## config.mk

```make
export PLATFORM = sky130hd
export DESIGN_NAME = uart_alu_interface
export DESIGN_NICKNAME = d
export VERILOG_FILES = /design/src/rtl/uart_alu_interface.sv
export SDC_FILE = /design/constraint.sdc
export NUM_CORES = 1
export LEC_CHECK = 0
export ABC_CLOCK_PERIOD_IN_PS = 2000
export CAP_MARGIN = 10
export CORE_MARGIN = 2
export CORE_UTILIZATION = 44
export CTS_BUF_LIST = sky130_fd_sc_hd__clkbuf_16
export DETAILED_ROUTE_END_ITERATION = 16
export GPL_TIMING_DRIVEN = 0
export PLACE_DENSITY_LB_ADDON = 0.12
export SYNTH_ARGS = -nofsm -noshare
export SYNTH_HDL_FRONTEND = slang
export SYNTH_SLANG_ARGS = --single-unit
```

## constraint.sdc

```tcl
create_clock -name clk -period 2 [get_ports clk]
set_clock_uncertainty 0.2 [all_clocks]
set_input_delay 0.3 -clock clk [delete_from_list [all_inputs] [get_ports clk]]
set_output_delay 0.3 -clock clk [all_outputs]
set_load 0.01 [all_outputs]
```

## src/rtl/uart_alu_interface.sv

```systemverilog
// Byte-level command decoder sitting between the UART receiver/transmitter
// and a combinational ALU. Bytes arrive as (type, value) pairs; an opcode
// write captures the ALU result and hands it to the transmitter.
module uart_alu_interface #(
  parameter int unsigned          NB_DATA = 8,
  parameter int unsigned          NB_OP   = 6,
  parameter logic [NB_DATA-1:0]   TYPE_A  = 8'h08,
  parameter logic [NB_DATA-1:0]   TYPE_B  = 8'h10,
  parameter logic [NB_DATA-1:0]   TYPE_OP = 8'h20
) (
  input  logic               clk,
  input  logic               i_rst,
  input  logic [NB_DATA-1:0] i_rx_data,
  input  logic               i_rx_done,
  input  logic [NB_DATA-1:0] i_alu_result,
  input  logic               i_tx_done,
  output logic [NB_DATA-1:0] o_data_a,
  output logic [NB_DATA-1:0] o_data_b,
  output logic [NB_OP-1:0]   o_op,
  output logic [NB_DATA-1:0] o_tx_data,
  output logic               o_tx_start,
  output logic               o_busy,
  output logic               o_err
);

  typedef enum logic [1:0] {
    IDLE    = 2'd0,
    GET_VAL = 2'd1,
    EXEC    = 2'd2,
    WAIT_TX = 2'd3
  } state_t;

  typedef enum logic [1:0] {
    SEL_A  = 2'd0,
    SEL_B  = 2'd1,
    SEL_OP = 2'd2
  } sel_t;

  state_t state_q;
  state_t state_d;
  sel_t   sel_q;
  sel_t   sel_c;
  logic   rx_is_type_c;
  logic   type_accept_c;
  logic   val_accept_c;

  // Classify the incoming byte as one of the known type codes
  always_comb begin
    rx_is_type_c = 1'b1;
    sel_c        = SEL_A;
    if (i_rx_data == TYPE_A) begin
      sel_c = SEL_A;
    end else if (i_rx_data == TYPE_B) begin
      sel_c = SEL_B;
    end else if (i_rx_data == TYPE_OP) begin
      sel_c = SEL_OP;
    end else begin
      rx_is_type_c = 1'b0;
    end
  end

  assign type_accept_c = (state_q == IDLE) && i_rx_done && rx_is_type_c;
  assign val_accept_c  = (state_q == GET_VAL) && i_rx_done;

  // State register
  always_ff @(posedge clk) begin
    if (i_rst) begin
      state_q <= IDLE;
    end else begin
      state_q <= state_d;
    end
  end

  // Next-state logic; bytes in EXEC/WAIT_TX are ignored, tx_done wins in WAIT_TX
  always_comb begin
    state_d = state_q;
    unique case (state_q)
      IDLE:    if (type_accept_c) state_d = GET_VAL;
      GET_VAL: if (i_rx_done) state_d = (sel_q == SEL_OP) ? EXEC : IDLE;
      EXEC:    state_d = WAIT_TX;
      WAIT_TX: if (i_tx_done) state_d = IDLE;
      default: state_d = IDLE;
    endcase
  end

  // Selector, operand/opcode registers and registered handshake outputs
  always_ff @(posedge clk) begin
    if (i_rst) begin
      sel_q      <= SEL_A;
      o_data_a   <= '0;
      o_data_b   <= '0;
      o_op       <= '0;
      o_tx_data  <= '0;
      o_tx_start <= 1'b0;
      o_busy     <= 1'b0;
      o_err      <= 1'b0;
    end else begin
      o_err      <= (state_q == IDLE) && i_rx_done && !rx_is_type_c;
      o_tx_start <= (state_q == EXEC);
      o_busy     <= (state_d == EXEC) || (state_d == WAIT_TX);
      if (type_accept_c) begin
        sel_q <= sel_c;
      end
      if (val_accept_c) begin
        unique case (sel_q)
          SEL_A:   o_data_a <= i_rx_data;
          SEL_B:   o_data_b <= i_rx_data;
          SEL_OP:  o_op     <= i_rx_data[NB_OP-1:0];
          default: ;
        endcase
      end
      if (state_q == EXEC) begin
        o_tx_data <= i_alu_result;
      end
    end
  end

endmodule
```

==> flow_metrics.env <==
export IMPL_syn_area_um2=1510
export IMPL_root_buffer="clkbuf_16"
export IMPL_cts_setup_buffers=0
export IMPL_synth_cell_type_count=28
export IMPL_coreArea_um2=3310
export IMPL_synthCells=172
export IMPL_rsz0062_at_grt="false"
export IMPL_antenna_left=0
export IMPL_hold_viol=0
export IMPL_worstRegToRegCells=3
export IMPL_final_cells=275
export IMPL_clk_pin_slew_ps=50
export IMPL_final_setup_viol_count=0
export IMPL_synth_edf_count=0
export IMPL_grt_max_degree=12
export IMPL_rows=21
export IMPL_grt_pass1_wl_mm=6.67
export IMPL_nNetsFinal=248
export IMPL_power_density_nw_per_um2=760
export IMPL_route_met2_wl_mm=1.90
export IMPL_worstMarginPinSlew_ps=541
export IMPL_firstDrtPassIters=4
export IMPL_ys_ff_latch=37
export IMPL_fin_hold_ws_ps=195
export IMPL_port_buffers=49
export IMPL_gp_congestion=0.810
export IMPL_post_route_cell_area_um2=2230
export IMPL_peakVddDrop_v=0.000386
export IMPL_grtUsageTotal_pct=21.5
export IMPL_cts_tree="built"
export IMPL_wl_per_cell_um=13.8
export IMPL_postPlaceCellArea_um2=2050
export IMPL_yosysSeqAreaShare_pct=49.2
export IMPL_wl_met1_mm=1.62
export IMPL_worst_slack_ps=60.0
export IMPL_cts_buffers_inserted=5
export IMPL_totalPowerFinal_mw=1.69
export IMPL_synth_top_cell_by_area="dfxtp_1"
export IMPL_slowest_delay_ps=520
export IMPL_path_class="in2reg"
export IMPL_critPathLaunchType="input port"
export IMPL_drt_first_iter_violations=39
export IMPL_crit_family="simple AND/OR/NAND/NOR gates"
export IMPL_synth_ff_type="dfxtp_1"
export IMPL_clock_sinks=37
export IMPL_hold_buffers=0
export IMPL_min_period_ps=1940
export IMPL_clockBufferDepth=2
export IMPL_cts_htree_levels=2
export IMPL_drive_above_1_share_pct=5.68
export IMPL_yosys_top_cells_area="dfxtp_1, nand2_1, mux2i_1"
export IMPL_hpwl_mm=2.68
export IMPL_areaGrowthSynthToFinish_pct=48.0
export IMPL_start_util_pct=45.5
export IMPL_fp_dieW_um=62.5
export IMPL_cp_data_required_time_ps=2000
export IMPL_antenna_found_initial=0
export IMPL_synth_top_cell_area_share_pct=49.2
export IMPL_hold_path_class="in2reg"
export IMPL_yosysWarnings=0
export IMPL_grt_pass1_vias=1435
export IMPL_num_vias=1411
export IMPL_critPathBufInv=1
export IMPL_slew_viol_final=0
export IMPL_antenna_cells=0
export IMPL_status="complete, no violations"
export IMPL_fmax_mhz=515
export IMPL_fin_setup_tns_ps=0
export IMPL_syn_avg_cell_area_um2=8.75
export IMPL_cp_end_kind="flop"
export IMPL_hold_depth=3
export IMPL_crit_slowest_cell="or4_4"
export IMPL_syn_num_nets=192
export IMPL_wl_met3_um=212
export IMPL_io_pins=53
export IMPL_fin_crit_sh_pct=97.0
export IMPL_drt_total_wl_mm=3.79
export IMPL_dieArea_um2=3910
export IMPL_max_slew_margin_rel_pct=63.8
export IMPL_insertion_delay_ps=280
export IMPL_dp_cells=267
export IMPL_post_place_ws_ps=-296
export IMPL_avgViaCountPerCell=5.13
export IMPL_async_flop_share_pct=0
export IMPL_critPathMaxFanout=4
export IMPL_finalCoreUtilization_pct=67.3
export IMPL_crit_arrival_ps=1940
export IMPL_p_leak_nw=0.804
export IMPL_die_h_um=62.5
export IMPL_route_detailed_drc=0
export IMPL_dr_max_layer_used="met4"
export IMPL_cp_depth=4
export IMPL_crit_chain="clkdlybuf4s50_1 > or4_4 > or4_1 > o22ai_1"
export IMPL_gr_total_overflow=0
export IMPL_drv_cap=0
[path summary, 6_finish.rpt]
| kind | startpoint | to | slack [ps] |
|---|---|---|---|
| worst max-delay path | i_rx_data[7] | state_q[0]$_SDFF_PP0_ | 60 |
| worst min-delay path | i_rx_data[1] | o_data_b[1]$_SDFFE_PP0P_ | 190 |
| worst max register to register | state_q[1]$_SDFF_PP0_ | o_data_a[6]$_SDFFE_PP0P_ | 300 |
| worst min register to register | o_tx_data[3]$_SDFFE_PP0P_ | o_tx_data[3]$_SDFFE_PP0P_ | 260 |
[routing by layer]
| layer | up-vias | GRT usage, % |
|---|---|---|
| met2 | 38 | 37.4 |
| met5 | - | 0 |
| li1 | 700 | - |
| met1 | 667 | 25.2 |
| met3 | 6 | 6.49 |
| met4 | 0 | 6.94 |
[cell usage in the layout (no fill, tap or decap)]
cell / netlist / layout
inv_2: 1 / 1
o21a_1: 2 / 2
mux2i_1: 14 / 14
clkinv_1: 0 / 1
o311a_2: 1 / 1
dlymetal6s2s_1: 0 / 2
buf_1: 1 / 1
nor4_1: 1 / 1
or4_4: 1 / 1
clkbuf_1: 10 / 10
a21oi_1: 19 / 19
and3b_1: 1 / 1
nand2_1: 40 / 40
or4_1: 1 / 1
o22ai_1: 1 / 1
nor3_4: 0 / 1
inv_1: 0 / 1
o21ai_0: 10 / 10
nand3_1: 8 / 8
nor3b_1: 3 / 3
a32o_1: 2 / 2
nand4b_1: 2 / 2
dfxtp_1: 37 / 37
clkdlybuf4s50_1: 0 / 47
or2b_2: 1 / 1
clkbuf_16: 0 / 5
nor2b_1: 4 / 4
nand2b_1: 2 / 2
nand3b_1: 1 / 1
nand3b_2: 1 / 1
xor2_1: 3 / 3
nor2_1: 3 / 3
buf_2: 1 / 1
bufinv_16: 0 / 1
[registers in the layout (all words and copies together), names as in the netlist]
signal and count:
o_data_a 8, o_data_b 8, o_tx_data 8, o_op 6, sel_q 2, state_q 2, o_busy 1, o_err 1
o_tx_start 1
[where the power goes]
group / leakage (nW) / internal (mW) / switching, mW
clock: 0.0826 / 0.578 / 0.282
sequential: 0.298 / 0.739 / 0.000883
combinational: 0.423 / 0.0445 / 0.0480
[worst register-to-register path: cells and delay by family (launching register included)]
kind	cells	cell delay, ps
and+or+nand+nor	2	820
DFF	1	360
muxes	1	240
[cells in the mapped netlist, drive strengths merged, types with 3 or more instances]
cell type	instances
dfxtp	37
nand2	40
xor2	3
o21ai	10
nand3	8
nor3b	3
a21oi	19
nor2	3
mux2i	14
nor2b	4
clkbuf	10
[repair_timing]
| action | in CTS | in global routing |
|---|---|---|
| pin swaps | 0 | 0 |
| resized for setup | 1 | 2 |
| setup endpoints to repair | 8 | 1 |
[cell families after synthesis]
logic type,count (synthesis),synth area share (%)
DFF,37,49.2
and+or+nand+nor,70,23.3
xor gates and xnor gates,3,1.75
AOI/OAI and AO/OA,35,13.1
buffers and inverters,13,3.32
muxes,14,9.31
[cell type report]
class	count	area (um^2)
Fill cell	300	1080
Sequential cell	37	741
Multi-Input combinational cell	122	721
Timing Repair Buffer	49	495
Clock buffer	5	125
Tap cell	46	57.6
Buffer	12	46.3
Clock inverter	3	37.5
Inverter	1	3.75
No activity file was read; power rests on OpenSTA's default activity.
